`src/rtl/estu_stack_pkg.sv`:
```
// Shared definitions for the spike index packer: default geometry and the
// packer state encoding.
package estu_stack_pkg;

    // Default spike bits per input word (power of two, at least 2).
    localparam int unsigned SPK_W_DEF       = 16;
    // Default index / count width, equal to the downstream stack data width.
    localparam int unsigned IDX_W_DEF       = 10;
    // Default maximum number of indices pushed per frame.
    localparam int unsigned MAX_ENTRIES_DEF = 128;

    // Packer control states.
    typedef enum logic [1:0] {
        ST_IDLE  = 2'd0,
        ST_LOAD  = 2'd1,
        ST_SCAN  = 2'd2,
        ST_COUNT = 2'd3
    } pkr_state_e;

endpackage : estu_stack_pkg

```
`src/rtl/lsb_prio_enc.sv`:
```
// Lowest-set-bit priority encoder: returns the position of the least
// significant set bit of vec_i and flags an all-zero input.
module lsb_prio_enc #(
    parameter int SPK_W = 16
) (
    input  logic [SPK_W-1:0]         vec_i,
    output logic [$clog2(SPK_W)-1:0] idx_o,
    output logic                     zero_o
);

    localparam int BIT_W = $clog2(SPK_W);

    // Walk from the top bit down so the lowest set bit is the last to win.
    always_comb begin
        idx_o = {BIT_W{1'b0}};
        for (int i = SPK_W - 1; i >= 0; i--) begin
            idx_o = vec_i[i] ? i[BIT_W-1:0] : idx_o;
        end
    end

    assign zero_o = ~|vec_i;

endmodule : lsb_prio_enc

```
`src/rtl/spike_index_packer.sv`:
```
// Spike index packer: accepts frames of SPK_W-bit spike words and pushes the
// index of every active neuron, one per cycle, followed by a per-frame count.
// Indices beyond MAX_ENTRIES are dropped and flagged with a sticky overflow.
module spike_index_packer
    import estu_stack_pkg::*;
#(
    parameter int SPK_W       = SPK_W_DEF,
    parameter int IDX_W       = IDX_W_DEF,
    parameter int MAX_ENTRIES = MAX_ENTRIES_DEF
) (
    input  logic             clk,
    input  logic             rst,
    input  logic             start,
    input  logic             spk_valid,
    output logic             spk_ready,
    input  logic [SPK_W-1:0] spk_data,
    input  logic             spk_last,
    output logic             idx_valid,
    output logic [IDX_W-1:0] idx_data,
    output logic             cnt_valid,
    output logic [IDX_W-1:0] cnt_data,
    output logic             busy,
    output logic             overflow
);

    localparam int BIT_W  = $clog2(SPK_W);
    localparam int WCNT_W = IDX_W - BIT_W;

    localparam logic [SPK_W-1:0]  SPK_ONE  = {{(SPK_W-1){1'b0}}, 1'b1};
    localparam logic [SPK_W-1:0]  SPK_ZERO = {SPK_W{1'b0}};
    localparam logic [WCNT_W-1:0] WCNT_ONE = {{(WCNT_W-1){1'b0}}, 1'b1};
    localparam logic [IDX_W-1:0]  IDX_ONE  = {{(IDX_W-1){1'b0}}, 1'b1};
    localparam logic [IDX_W-1:0]  MAX_CNT  = IDX_W'(MAX_ENTRIES);

    pkr_state_e        state_q, state_d;
    logic [SPK_W-1:0]  mask_q, mask_d;
    logic [WCNT_W-1:0] word_cnt_q, word_cnt_d;
    logic [IDX_W-1:0]  act_cnt_q, act_cnt_d;
    logic              last_q, last_d;
    logic              overflow_q, overflow_d;

    logic [BIT_W-1:0]  lsb_idx_s;
    logic              mask_zero_s;
    logic [SPK_W-1:0]  mask_clr_s;
    logic              last_bit_s;
    logic              full_s;
    logic              word_zero_s;

    lsb_prio_enc #(
        .SPK_W (SPK_W)
    ) u_lsb_prio_enc (
        .vec_i  (mask_q),
        .idx_o  (lsb_idx_s),
        .zero_o (mask_zero_s)
    );

    // Mask with its lowest set bit removed; empty means this is the word's last index.
    assign mask_clr_s  = mask_q & (mask_q - SPK_ONE);
    assign last_bit_s  = (mask_clr_s == SPK_ZERO);
    assign full_s      = (act_cnt_q >= MAX_CNT);
    assign word_zero_s = (spk_data == SPK_ZERO);

    // State register; reset returns to IDLE, aborting any frame in flight.
    always_ff @(posedge clk) begin
        if (rst) begin
            state_q <= ST_IDLE;
        end else begin
            state_q <= state_d;
        end
    end

    // Next-state selection.
    always_comb begin
        state_d = state_q;
        case (state_q)
            ST_IDLE: begin
                if (start) begin
                    state_d = ST_LOAD;
                end else begin
                    state_d = ST_IDLE;
                end
            end
            ST_LOAD: begin
                if (spk_valid) begin
                    if (!word_zero_s) begin
                        state_d = ST_SCAN;
                    end else if (spk_last) begin
                        state_d = ST_COUNT;
                    end else begin
                        state_d = ST_LOAD;
                    end
                end else begin
                    state_d = ST_LOAD;
                end
            end
            ST_SCAN: begin
                if (last_bit_s) begin
                    state_d = last_q ? ST_COUNT : ST_LOAD;
                end else begin
                    state_d = ST_SCAN;
                end
            end
            ST_COUNT: begin
                state_d = ST_IDLE;
            end
            default: begin
                state_d = ST_IDLE;
            end
        endcase
    end

    // Datapath registers: mask, word/entry counters, frame-last flag, overflow.
    always_ff @(posedge clk) begin
        if (rst) begin
            mask_q     <= SPK_ZERO;
            word_cnt_q <= {WCNT_W{1'b0}};
            act_cnt_q  <= {IDX_W{1'b0}};
            last_q     <= 1'b0;
            overflow_q <= 1'b0;
        end else begin
            mask_q     <= mask_d;
            word_cnt_q <= word_cnt_d;
            act_cnt_q  <= act_cnt_d;
            last_q     <= last_d;
            overflow_q <= overflow_d;
        end
    end

    // Datapath next values per state.
    always_comb begin
        mask_d     = mask_q;
        word_cnt_d = word_cnt_q;
        act_cnt_d  = act_cnt_q;
        last_d     = last_q;
        overflow_d = overflow_q;
        case (state_q)
            ST_IDLE: begin
                if (start) begin
                    mask_d     = SPK_ZERO;
                    word_cnt_d = {WCNT_W{1'b0}};
                    act_cnt_d  = {IDX_W{1'b0}};
                    last_d     = 1'b0;
                    overflow_d = 1'b0;
                end else begin
                    mask_d     = mask_q;
                end
            end
            ST_LOAD: begin
                if (spk_valid) begin
                    mask_d = spk_data;
                    last_d = spk_last;
                    if (word_zero_s) begin
                        word_cnt_d = word_cnt_q + WCNT_ONE;
                    end else begin
                        word_cnt_d = word_cnt_q;
                    end
                end else begin
                    mask_d = mask_q;
                end
            end
            ST_SCAN: begin
                mask_d = mask_clr_s;
                // Once the frame budget is used up, keep draining bits but drop them.
                if (full_s) begin
                    overflow_d = 1'b1;
                end else begin
                    act_cnt_d  = act_cnt_q + IDX_ONE;
                end
                if (last_bit_s) begin
                    word_cnt_d = word_cnt_q + WCNT_ONE;
                end else begin
                    word_cnt_d = word_cnt_q;
                end
            end
            ST_COUNT: begin
                mask_d = mask_q;
            end
            default: begin
                mask_d = mask_q;
            end
        endcase
    end

    // Outputs decoded from registered state only; spk_* never reaches idx_*.
    always_comb begin
        spk_ready = 1'b0;
        idx_valid = 1'b0;
        cnt_valid = 1'b0;
        busy      = 1'b1;
        case (state_q)
            ST_IDLE: begin
                busy = 1'b0;
            end
            ST_LOAD: begin
                spk_ready = 1'b1;
            end
            ST_SCAN: begin
                idx_valid = !full_s && !mask_zero_s;
            end
            ST_COUNT: begin
                cnt_valid = 1'b1;
            end
            default: begin
                busy = 1'b0;
            end
        endcase
        idx_data = {word_cnt_q, lsb_idx_s};
        cnt_data = act_cnt_q;
        overflow = overflow_q;
    end

endmodule : spike_index_packer

```
`config.mk`:
```
export PLATFORM = sky130hd
export DESIGN_NAME = spike_index_packer
export DESIGN_NICKNAME = d
export VERILOG_FILES = /design/src/rtl/estu_stack_pkg.sv /design/src/rtl/lsb_prio_enc.sv /design/src/rtl/spike_index_packer.sv
export SDC_FILE = /design/constraint.sdc
export NUM_CORES = 1
export LEC_CHECK = 0
export ABC_CLOCK_PERIOD_IN_PS = 6300
export CAP_MARGIN = 10
export CORE_MARGIN = 2
export CORE_UTILIZATION = 46
export CTS_CLUSTER_SIZE = 24
export DETAILED_ROUTE_END_ITERATION = 10
export GPL_ROUTABILITY_DRIVEN = 0
export PLACE_DENSITY = 0.84
export SYNTH_ARGS = -nofsm -noshare
export SYNTH_HDL_FRONTEND = slang
export SYNTH_SLANG_ARGS = --single-unit
```
`constraint.sdc`:
```
create_clock -name clk -period 6.3 [get_ports clk]
set_input_delay 0.63 -clock clk [delete_from_list [all_inputs] [get_ports clk]]
set_output_delay 0.63 -clock clk [all_outputs]
set_load 0.03 [all_outputs]
```
==> results of run 1 <==
cell usage after synthesis, types with 2 or more instances:
cell and n:
a21oi_1 24, nand2_1 15, and3_1 7, nor3_1 12, nand3_1 7, ha_1 8
xor2_1 4, nor4_2 3, clkbuf_1 10, nand4_1 4, dfxtp_1 36, a211oi_1 2
o21ai_0 20, nand4b_1 2, nor4_1 5, inv_1 14, nand2b_1 3, or4_1 2
o211ai_1 2, o31a_1 2, a22oi_1 12, nor2_1 45, a31oi_1 6, buf_2 2
o21bai_1 3, nor2b_1 7
worst paths after layout:
check	start	to	cells after the start
max	mask_q[0]$_SDFFE_PP0P_	idx_data[3]	4
min	word_cnt_q[1]$_SDFFE_PP0P_	word_cnt_q[1]$_SDFFE_PP0P_	2
max reg2reg	mask_q[0]$_SDFFE_PP0P_	word_cnt_q[4]$_SDFFE_PP0P_	7
min reg2reg	word_cnt_q[1]$_SDFFE_PP0P_	word_cnt_q[1]$_SDFFE_PP0P_	2
sequential cells by signal (all words and copies together) (netlist names):
register and flops:
cnt_data 10, last_q 1, mask_q 16, overflow 1, state_q 2, word_cnt_q 6
power by group:
part           internal, W  leakage (nW)  switching, W  total [W]
clock             0.000117        0.0552     0.0000814   0.000199
sequential        0.000231         0.290    0.00000474   0.000235
combinational    0.0000405         0.615     0.0000561  0.0000965
total             0.000388         0.961      0.000142   0.000531
final cells by class:
cell class,count,share of cell area (%)
Inverter,14,1.964
Multi-Input combinational cell,214,47.80
Tap cell,52,2.432
Clock inverter,2,1.310
Timing Repair Buffer,45,16.84
Sequential cell,36,26.94
Clock buffer,6,2.713
critical path, cell delays in order (launching register included):
cell and delay, ns:
dfxtp_1 0.42, nor4_2 0.73, nand2_1 0.23, a21oi_1 0.17, clkdlybuf4s50_1 0.68
cell usage in the layout, fill, tap and decap left out, types with 2 or more instances in the layout:
| cell | instances |
|---|---|
| nor4_1 | 5 |
| nand2_1 | 15 |
| nand2b_1 | 3 |
| and3_1 | 7 |
| nand3_1 | 7 |
| xor2_1 | 4 |
| a22oi_1 | 12 |
| o211ai_1 | 2 |
| inv_1 | 14 |
| nor2b_1 | 7 |
| a31oi_1 | 6 |
| nand4_1 | 4 |
| o31a_1 | 2 |
| nand4b_1 | 2 |
| clkdlybuf4s50_1 | 45 |
| o21ai_0 | 20 |
| a211oi_1 | 2 |
| nor4_2 | 3 |
| nor2_1 | 45 |
| dfxtp_1 | 36 |
| o21bai_1 | 3 |
| a21oi_1 | 24 |
| clkbuf_8 | 5 |
| ha_1 | 8 |
| or4_1 | 2 |
| nor3_1 | 12 |
logic make-up after synthesis:
logic type,Yosys count
adders and majority gates,9
buffers and inverters,28
and+or+nand+nor,117
AOI/OAI and AO/OA,82
muxes,1
xor gates and xnor gates,5
DFF,36
stage by stage:
stage / setup slack [ns] / cell area, sq um / cells
6_report: 3.150 / 2675 / 369
5_1_grt: 2.971 / 2675 / 369
4_1_cts: 3.169 / 2675 / 369
3_5_place_dp: 3.069 / 2567 / 361
3_3_place_gp: 3.128 / 2567 / 361
2_1_floorplan: 3.603 / 2115 / 278
metal layers:
metal	wire length (um)	track usage (%)	vias up
met5	0	0	-
met3	416	5.485	16
met1	2476	29.06	998
met2	2511	34.05	97
met4	142	7.338	0
li1	-	-	1079
==> results.txt, run 1 <==
Post-route DRC: 0
Initial antenna violation count: 0
CTS sink count: 36
Top cell type's share of synthesized area: 34.08%
CP Capture Type: primary output
Worst-Skew Late Latency: 0.29 ns
Max-cap viol count: 0
I/O pin count: 46
Synth Area in Simple Gates: 27.99%
Clk root buf: clkbuf_8
CTS clk-pin slew, worst paths: 0.07 ns
Final core utilization: 61.02%
Hold Vio Cnt, Final: 0
Die area: 5155 sq um
Critical path data arrival time: 2.52 ns
XOR/XNOR share of the synthesized area: 2.071%
Synth area leader: dfxtp_1
Crit start category: flop
Final setup skew: 0.004438 ns
Initial DRC Count: 345
R2r setup slk: 3.27 ns
WHS: 0.4981 ns
Outcome: finished, final reports clean
Post-synth cell types: 47
1st-pass router iterations: 5
Port bufs: 45
Finish-stage setup viols: 0
Global-route wire length before repair: 8804 um
Cells after Synth: 278
Die H: 71.80 um
Routed wire length: 5547 um
Syn Area/Cell: 7.606 sq um
Ys async rst share: 0%
WP data required: 5.67 ns
Total track usage: 21.67%
Starting Density: 48.23%
Syn nets: 307
Layout cells sized above 1: 4.416%
Post-synthesis compound-gate area fraction: 24.73%
Peak VDD IR: 0.1335 mV
Post-CTS Setup Inserts: 0
Final Slew Violations: 0
Num CTS Buffers: 5
Adder-cell share of the synthesized area: 5.207%
Vias: 2,190
Largest family of logic cells by synthesized area: simple AND/OR/NAND/NOR gates
Top_reg_cell synth: dfxtp_1
Site Rows: 24
CTS tree: yes
Synthesized flop and latch total: 36
Relative slew margins: 23.86%
# nets final: 345
Setup TNS: 0 ns
Die width: 71.80 um
Vias in the first global route: 1,846
Reg area: 720.7 sq um
Critical-path maximum fanout: 11
Sequential area share after synthesis: 34.08%
Final Critical Period: 3.150 ns
Diode count: 0
Critical path class: flop to primary output
Clock buffer depth: 2
Area of the core: 4384 sq um
EDFF count, synth: 0
Multi-input gate area: 1279 sq um
Leak Pwr: 0.9605 nW
H-tree levels: 2
CTS resizes: 0
Mux contribution to synthesized area: 0.4734%
Post-DP HPWL: 3979 um
Largest cells by area after synthesis: dfxtp_1 34%, nor2_1 8.0%, a21oi_1 5.7%
DR vias/cell: 5.935
Grt ovf: 0
Mapped Area: 2115 sq um
Layout fillers: 402
Number of routed nets with antenna violations: 0
Hold Crit Class: flop to flop
RSZ-0062 raised after global routing: no
Actual slew at the worst max-slew pin: 1.133 ns
Largest net degree at the start of global routing: 30
Pwr dens: 198.3 nW/um^2
Hold buffers post-CTS: 0
Final Cycle Share: 50.00%
Yosys Warn Count: 0
Total power: 0.0005305 W
P&R area growth vs syn: 26.51%
Post-DR wirelength/cell: 15.03 um
FMAX: 0.3175 GHz
Note: power is estimated with default switching activity, not from simulation.
==> run 2, diff against run 1 <==
--- a/config.mk
+++ b/config.mk
@@ -5,7 +5,7 @@
 export SDC_FILE = /design/constraint.sdc
 export NUM_CORES = 1
 export LEC_CHECK = 0
-export ABC_CLOCK_PERIOD_IN_PS = 6300
+export ABC_CLOCK_PERIOD_IN_PS = 3070
 export CAP_MARGIN = 10
 export CORE_MARGIN = 2
 export CORE_UTILIZATION = 46
==> constraint.sdc (replaced) <==
create_clock -name clk -period 3.07 [get_ports clk]
set_input_delay 0.307 -clock clk [delete_from_list [all_inputs] [get_ports clk]]
set_output_delay 0.307 -clock clk [all_outputs]
set_load 0.03 [all_outputs]
==> results.txt, run 2 (synthesis gave the netlist of run 1 again) <==
CP Capture Type: flop (was primary output)
CP top delay family: simple AND/OR/NAND/NOR gates (unchanged)
Grt met2 use: 34.36% (was 34.05%)
Most frequent cells in the layout: 45 x nor2_1, 45 x clkdlybuf4s50_1, 36 x dfxtp_1 (unchanged)
CTS sink count: 36 (unchanged)
Buffers & Inverters on Critical Path: 0 (was 1)
Num CTS Buffers: 5 (unchanged)
Slowest cell on the critical path: or4_4 (was nor4_2)
Hold buffers post-CTS: 0 (unchanged)
RSZ-0062 raised after global routing: no (unchanged)
Initial antenna violation count: 0 (unchanged)
Actual slew at the worst max-slew pin: 0.6980 ns (was 1.133 ns)
Die H: 71.80 um (unchanged)
Max incr delay on CP: 0.55 ns (was 0.73 ns)
Reg2reg path depth: 7 (unchanged)
H-tree levels: 2 (unchanged)
Outcome: finished, final reports clean (unchanged)
Critical path data arrival time: 3.11 ns (was 2.52 ns)
Grt ovf: 0 (unchanged)
Die area: 5155 sq um (unchanged)
P&R area growth vs syn: 27.57% (was 26.51%)
Finish-stage setup viols: 0 (unchanged)
Global route hottest layer: met2 (unchanged)
Max-cap viol count: 0 (unchanged)
Max FFs per register: 16 (unchanged)
Layout cells sized above 1: 6.192% (was 4.416%)
Layout fillers: 407 (was 402)
Die width: 71.80 um (unchanged)
Global-route wire length before repair: 9177 um (was 8804 um)
Final Critical Period: 2.878 ns
Number of routed nets with antenna violations: 0 (unchanged)
Stages on worst setup path: 7 (was 4)
Area of the core: 4384 sq um (unchanged)
Post-DP HPWL: 4020 um (was 3979 um)
Final core utilization: 61.53% (was 61.02%)
DR vias/cell: 5.893 (was 5.935)
Total track usage: 22.45% (was 21.67%)
Leak Pwr: 0.9790 nW (was 0.9605 nW)
Diode count: 0 (unchanged)
Crit start category: flop (unchanged)
R2r setup slk: 0.19 ns (was 3.27 ns)
Vias: 2,210 (was 2,190)
Critical-path maximum fanout: 8 (was 11)
Clk root buf: clkbuf_8 (unchanged)
# nets final: 352 (was 345)
GRT met3 Usage: 4.782% (was 5.485%)
Worst R2R Start: mask_q[1]$_SDFFE_PP0P_ (was mask_q[0]$_SDFFE_PP0P_)
Final Cycle Share: 93.76%
Hold Crit Class: flop to flop (unchanged)
CTS tree: yes (unchanged)
Most flops, register: mask_q (unchanged)
Clock buffer depth: 2 (unchanged)
Port bufs: 45 (unchanged)
Worst-Skew Late Latency: 0.29 ns (about the same)
CP endpoint: word_cnt_q[4]$_SDFFE_PP0P_ (was idx_data[3])
I/O pin count: 46 (unchanged)
Critical path class: flop to flop (was flop to primary output)
Met1 usage: 30.05% (was 29.06%)
Routed wire length: 5595 um (was 5547 um)
Pwr dens: 375.0 nW/um^2 (was 198.3 nW/um^2)
Largest net degree at the start of global routing: 30 (unchanged)
FF-to-FF End: word_cnt_q[4]$_SDFFE_PP0P_ (unchanged)
Starting Density: 48.23% (unchanged)
Worst Setup SP: mask_q[1]$_SDFFE_PP0P_ (was mask_q[0]$_SDFFE_PP0P_)
Post-route DRC: 0 (unchanged)
WP data required: 3.30 ns (was 5.67 ns)
Cell Chain, Critical Path: or4_4 -> o32a_1 -> a2111oi_2 -> nand4_1 -> a21o_2 -> or4_1 -> a21oi_1 (was nor4_2 -> nand2_1 -> a21oi_1 -> clkdlybuf4s50_1)
Peak VDD IR: 0.2886 mV (was 0.1335 mV)
1st-pass router iterations: 4 (was 5)
Vias in the first global route: 2,004 (was 1,846)
CTS resizes: 0 (unchanged)
Final Slew Violations: 0 (unchanged)
Final setup skew: 0.005706 ns (was 0.004438 ns)
FMAX: 0.3474 GHz
Hold Vio Cnt, Final: 0 (unchanged)
Post-CTS Setup Inserts: 0 (unchanged)
Site Rows: 24 (unchanged)
Initial DRC Count: 252 (was 345)
CTS clk-pin slew, worst paths: 0.07 ns (about the same)
Relative slew margins: 53.11% (was 23.86%)
Post-DR wirelength/cell: 14.92 um (was 15.03 um)
Setup TNS: 0 ns (unchanged)
## run 2: tightest hold or removal path: cells and delay by family, from the launching register on
kind	cells	cell delay, ns
flops	1	0.33
simple gates	1	0.06
compound gates	1	0.05
## run 2: power breakdown
| group | internal (W) | total [W] | switching [W] |
|---|---|---|---|
| logic | 0.0000901 | 0.000207 | 0.000117 |
| registers | 0.000473 | 0.000482 | 0.00000903 |
| clock network | 0.000154 | 0.000322 | 0.000168 |
| total | 0.000717 | 0.00101 | 0.000294 |
## run 2: area by class of cell
type	instances	area, sq um	area share [%]
Sequential cell	36	720.7	26.72
Timing Repair Buffer	52	503.0	18.65
Multi-Input combinational cell	214	1279	47.40
Clock buffer	6	72.57	2.690
Clock inverter	1	5.005	0.1855
Tap cell	52	65.06	2.412
Inverter	14	52.55	1.948
## run 2: worst min-delay path by stage
| stage | start | endpoint | slack, ns | depth (start not counted) |
|---|---|---|---|---|
| 2_1_floorplan | spk_data[6] | mask_q[6]$_SDFFE_PP0P_ | 0.45 | 2 |
| 3_3_place_gp | word_cnt_q[5]$_SDFFE_PP0P_ | word_cnt_q[5]$_SDFFE_PP0P_ | 0.47 | 2 |
| 3_5_place_dp | word_cnt_q[1]$_SDFFE_PP0P_ | word_cnt_q[1]$_SDFFE_PP0P_ | 0.48 | 2 |
| 4_1_cts | word_cnt_q[5]$_SDFFE_PP0P_ | word_cnt_q[5]$_SDFFE_PP0P_ | 0.49 | 2 |
| 5_1_grt | word_cnt_q[1]$_SDFFE_PP0P_ | word_cnt_q[1]$_SDFFE_PP0P_ | 0.50 | 2 |
| 6_report | word_cnt_q[1]$_SDFFE_PP0P_ | word_cnt_q[1]$_SDFFE_PP0P_ | 0.49 | 2 |
## run 2: metal layers
layer,vias to the layer above,part of all wire (%)
li1,1098,-
met1,1013,45
met2,86,45
met3,13,7.5
met4,0,2.5
met5,-,0
## run 2: through the flow
step | hold WS [ns] | total power, W | instance area, sq um | cells | setup WS, ns
global placement | 0.4696 | 0.0006929 | 2620 | 368 | 0.3086
floorplan | 0.4456 | 0.0006132 | 2115 | 278 | 0.3734
finish | 0.4873 | 0.001012 | 2698 | 375 | 0.1915
global route | 0.5019 | 0.001054 | 2698 | 375 | 0.01393
CTS | 0.4888 | 0.001016 | 2698 | 375 | 0.1933
detailed placement | 0.4756 | 0.0006964 | 2620 | 368 | 0.2131
==> run 3, diff against run 2 <==
--- a/config.mk
+++ b/config.mk
@@ -5,14 +5,15 @@
 export SDC_FILE = /design/constraint.sdc
 export NUM_CORES = 1
 export LEC_CHECK = 0
-export ABC_CLOCK_PERIOD_IN_PS = 3070
+export ABC_CLOCK_PERIOD_IN_PS = 2500
 export CAP_MARGIN = 10
 export CORE_MARGIN = 2
 export CORE_UTILIZATION = 46
+export CTS_CLUSTER_DIAMETER = 50
 export CTS_CLUSTER_SIZE = 24
 export DETAILED_ROUTE_END_ITERATION = 10
 export GPL_ROUTABILITY_DRIVEN = 0
-export PLACE_DENSITY = 0.84
+export PLACE_DENSITY = 0.86
 export SYNTH_ARGS = -nofsm -noshare
 export SYNTH_HDL_FRONTEND = slang
 export SYNTH_SLANG_ARGS = --single-unit
==> constraint.sdc (replaced) <==
create_clock -name clk -period 2.5 [get_ports clk]
set_input_delay 0.25 -clock clk [delete_from_list [all_inputs] [get_ports clk]]
set_output_delay 0.25 -clock clk [all_outputs]
set_load 0.03 [all_outputs]
==> results.txt, run 3 (synthesis gave the netlist of run 1 again) <==
Total power: 0.001399 W (was 0.001012 W)
Worst R2R Start: mask_q[3]$_SDFFE_PP0P_ (was mask_q[1]$_SDFFE_PP0P_)
Final core utilization: 67.01% (was 61.53%)
Outcome: finished, final reports clean (unchanged)
WL met3: 487 um (was 419 um)
Fin worst setup slack: 0.07249 ns (was 0.1915 ns)
Met2 wire length: 2853 um (was 2543 um)
Commonest non-fill, non-tap cell in the layout: nor2_1
Hold Vio Cnt, Final: 0 (unchanged)
Largest net degree at the start of global routing: 30 (unchanged)
Critical path class: flop to flop (unchanged)
Total track usage: 22.92% (was 22.45%)
Grt ovf: 0 (unchanged)
Buffers & Inverters on Critical Path: 2 (was 0)
Post-DR wirelength/cell: 15.21 um (was 14.92 um)
1st-pass router iterations: 6 (was 4)
Slowest cell on the critical path: or4_4 (unchanged)
Reg2reg path depth: 9 (was 7)
Initial antenna violation count: 0 (unchanged)
Hold Crit Endpoint: word_cnt_q[1]$_SDFFE_PP0P_ (unchanged)
Site Rows: 24 (unchanged)
Vias: 2,382 (was 2,210)
Max FFs per register: 16 (unchanged)
Hold Path Stages: 2 (unchanged)
Most frequent cells in the layout: 45 x nor2_1, 41 x clkdlybuf4s50_1, 33 x dfxtp_1 (was 45 x nor2_1, 45 x clkdlybuf4s50_1, 36 x dfxtp_1)
Critical path data arrival time: 2.66 ns (was 3.11 ns)
Clk root buf: clkbuf_8 (unchanged)
Post-DP HPWL: 4222 um (was 4020 um)
Area of the core: 4384 sq um (unchanged)
FMAX: 0.4119 GHz (was 0.3474 GHz)
Final Critical Period: 2.428 ns (was 2.878 ns)
Die H: 71.80 um (unchanged)
FF-to-FF End: word_cnt_q[4]$_SDFFE_PP0P_ (unchanged)
Leak Pwr: 1.146 nW (was 0.9790 nW)
Vias in the first global route: 2,050 (was 2,004)
RSZ-0062 raised after global routing: yes (was no)
Port bufs: 45 (unchanged)
Die width: 71.80 um (unchanged)
Layout fillers: 351 (was 407)
Diode count: 0 (unchanged)
Critical-path maximum fanout: 5 (was 8)
Post-route DRC: 0 (unchanged)
Layout cells sized above 1: 14.08% (was 6.192%)
Clock buffer depth: 2 (unchanged)
Relative slew margins: 64.17% (was 53.11%)
CTS sink count: 36 (unchanged)
Actual slew at the worst max-slew pin: 0.5364 ns (was 0.6980 ns)
Max incr delay on CP: 0.42 ns (was 0.55 ns)
CTS tree: yes (unchanged)
Num CTS Buffers: 5 (unchanged)
# nets final: 369 (was 352)
H-tree levels: 2 (unchanged)
WP data required: 2.73 ns (was 3.30 ns)
Top Metal Used: met4 (unchanged)
Routed wire length: 5976 um (was 5595 um)
CTS clk-pin slew, worst paths: 0.08 ns (was 0.07 ns)
CP Capture Type: flop (unchanged)
CP top delay family: simple AND/OR/NAND/NOR gates (unchanged)
Hold buffers post-CTS: 0 (unchanged)
Die area: 5155 sq um (unchanged)
Crit start category: flop (unchanged)
Final setup skew: 0.006965 ns (was 0.005706 ns)
Finish-stage setup viols: 0 (unchanged)
I/O pin count: 46 (unchanged)
Met1 wire length: 2509 um (was 2493 um)
Final Slew Violations: 0 (unchanged)
Worst-Skew Late Latency: 0.30 ns (was 0.29 ns)
Initial DRC Count: 237 (was 252)
Hold Crit Class: flop to flop (unchanged)
Cell Chain, Critical Path: buf_6 -> nor4_4 -> buf_4 -> a31oi_4 -> o211ai_1 -> nand4_1 -> a21o_2 -> or4_4 -> a21oi_2 (was or4_4 -> o32a_1 -> a2111oi_2 -> nand4_1 -> a21o_2 -> or4_1 -> a21oi_1)
Worst Min Path Start: word_cnt_q[1]$_SDFFE_PP0P_ (unchanged)
Pwr dens: 476.2 nW/um^2 (was 375.0 nW/um^2)
Most flops, register: mask_q (unchanged)
P&R area growth vs syn: 38.94% (was 27.57%)
Max-cap viol count: 0 (unchanged)
Global-route wire length before repair: 9418 um (was 9177 um)
Pre-CTS setup slack: 0.04671 ns (was 0.2131 ns)
R2r setup slk: 0.07 ns (was 0.19 ns)
DR vias/cell: 6.061 (was 5.893)
Number of routed nets with antenna violations: 0 (unchanged)
Starting Density: 48.23% (unchanged)
Final Cell Area: 2938 sq um (was 2698 sq um)
Area after DPL: 2751 sq um (was 2620 sq um)
Peak VDD IR: 0.3868 mV (was 0.2886 mV)
Final Cycle Share: 97.10% (was 93.76%)
[run 3: worst max-delay path by stage]
stage	start	end	cells after the start	slack [ns]
after floorplan	mask_q[8]$_SDFFE_PP0P_	word_cnt_q[4]$_SDFFE_PP0P_	8	0.005
after CTS	mask_q[11]$_SDFFE_PP0P_	idx_data[0]	6	0.008
after global placement	spk_data[1]	word_cnt_q[4]$_SDFFE_PP0P_	8	0.09
after global routing	mask_q[3]$_SDFFE_PP0P_	word_cnt_q[4]$_SDFFE_PP0P_	9	-0.03
after detailed placement	mask_q[1]$_SDFFE_PP0P_	word_cnt_q[4]$_SDFFE_PP0P_	8	0.05
final	mask_q[3]$_SDFFE_PP0P_	word_cnt_q[4]$_SDFFE_PP0P_	9	0.07
[run 3: per-stage QoR]
step | TNS, ns | cells | hold slack, ns
2_1_floorplan | 0 | 278 | 0.3886
3_3_place_gp | 0 | 381 | 0.4777
3_5_place_dp | 0 | 381 | 0.4806
4_1_cts | 0 | 389 | 0.4968
5_1_grt | -0.04506 | 393 | 0.5273
6_report | 0 | 393 | 0.4965
[run 3: where the power goes]
part,leakage (nW),total [W],switching [W],internal (W)
clock network,0.0541,0.000525,0.000229,0.000295
logic,0.800,0.000283,0.000157,0.000127
registers,0.292,0.000591,0.0000100,0.000581
total,1.15,0.00140,0.000396,0.00100
[run 3: cell type report]
type                            instances  area (sq um)  share of cell area (%)
Inverter                               14         52.55                   1.789
Clock inverter                          3         42.54                   1.448
Sequential cell                        36         724.4                   24.66
Timing Repair Buffer                   69         640.6                   21.81
Tap cell                               52         65.06                   2.215
Clock buffer                            5         68.82                   2.342
Multi-Input combinational cell        214          1344                   45.74
[run 3: routing by layer]
| layer | GRT usage (%) | up-vias |
|---|---|---|
| met2 | 36.21 | 117 |
| met4 | 9.015 | 0 |
| met3 | 4.782 | 17 |
| met5 | 0 | - |
| met1 | 30.64 | 1122 |
| li1 | - | 1126 |
[run 3: tightest hold or removal path: cells and delay by family, from the launching register on]
| kind | cells | cell delay (ns) |
|---|---|---|
| compound gates | 1 | 0.05 |
| flops | 1 | 0.34 |
| simple gates | 1 | 0.06 |
[run 3: what timing repair did]
action                     in CTS  in global routing
hold endpoints to repair        0                  0
setup buffers                   0                  4
resized for setup               2                 13
pin swaps                       0                  7
setup endpoints to repair       2                 16
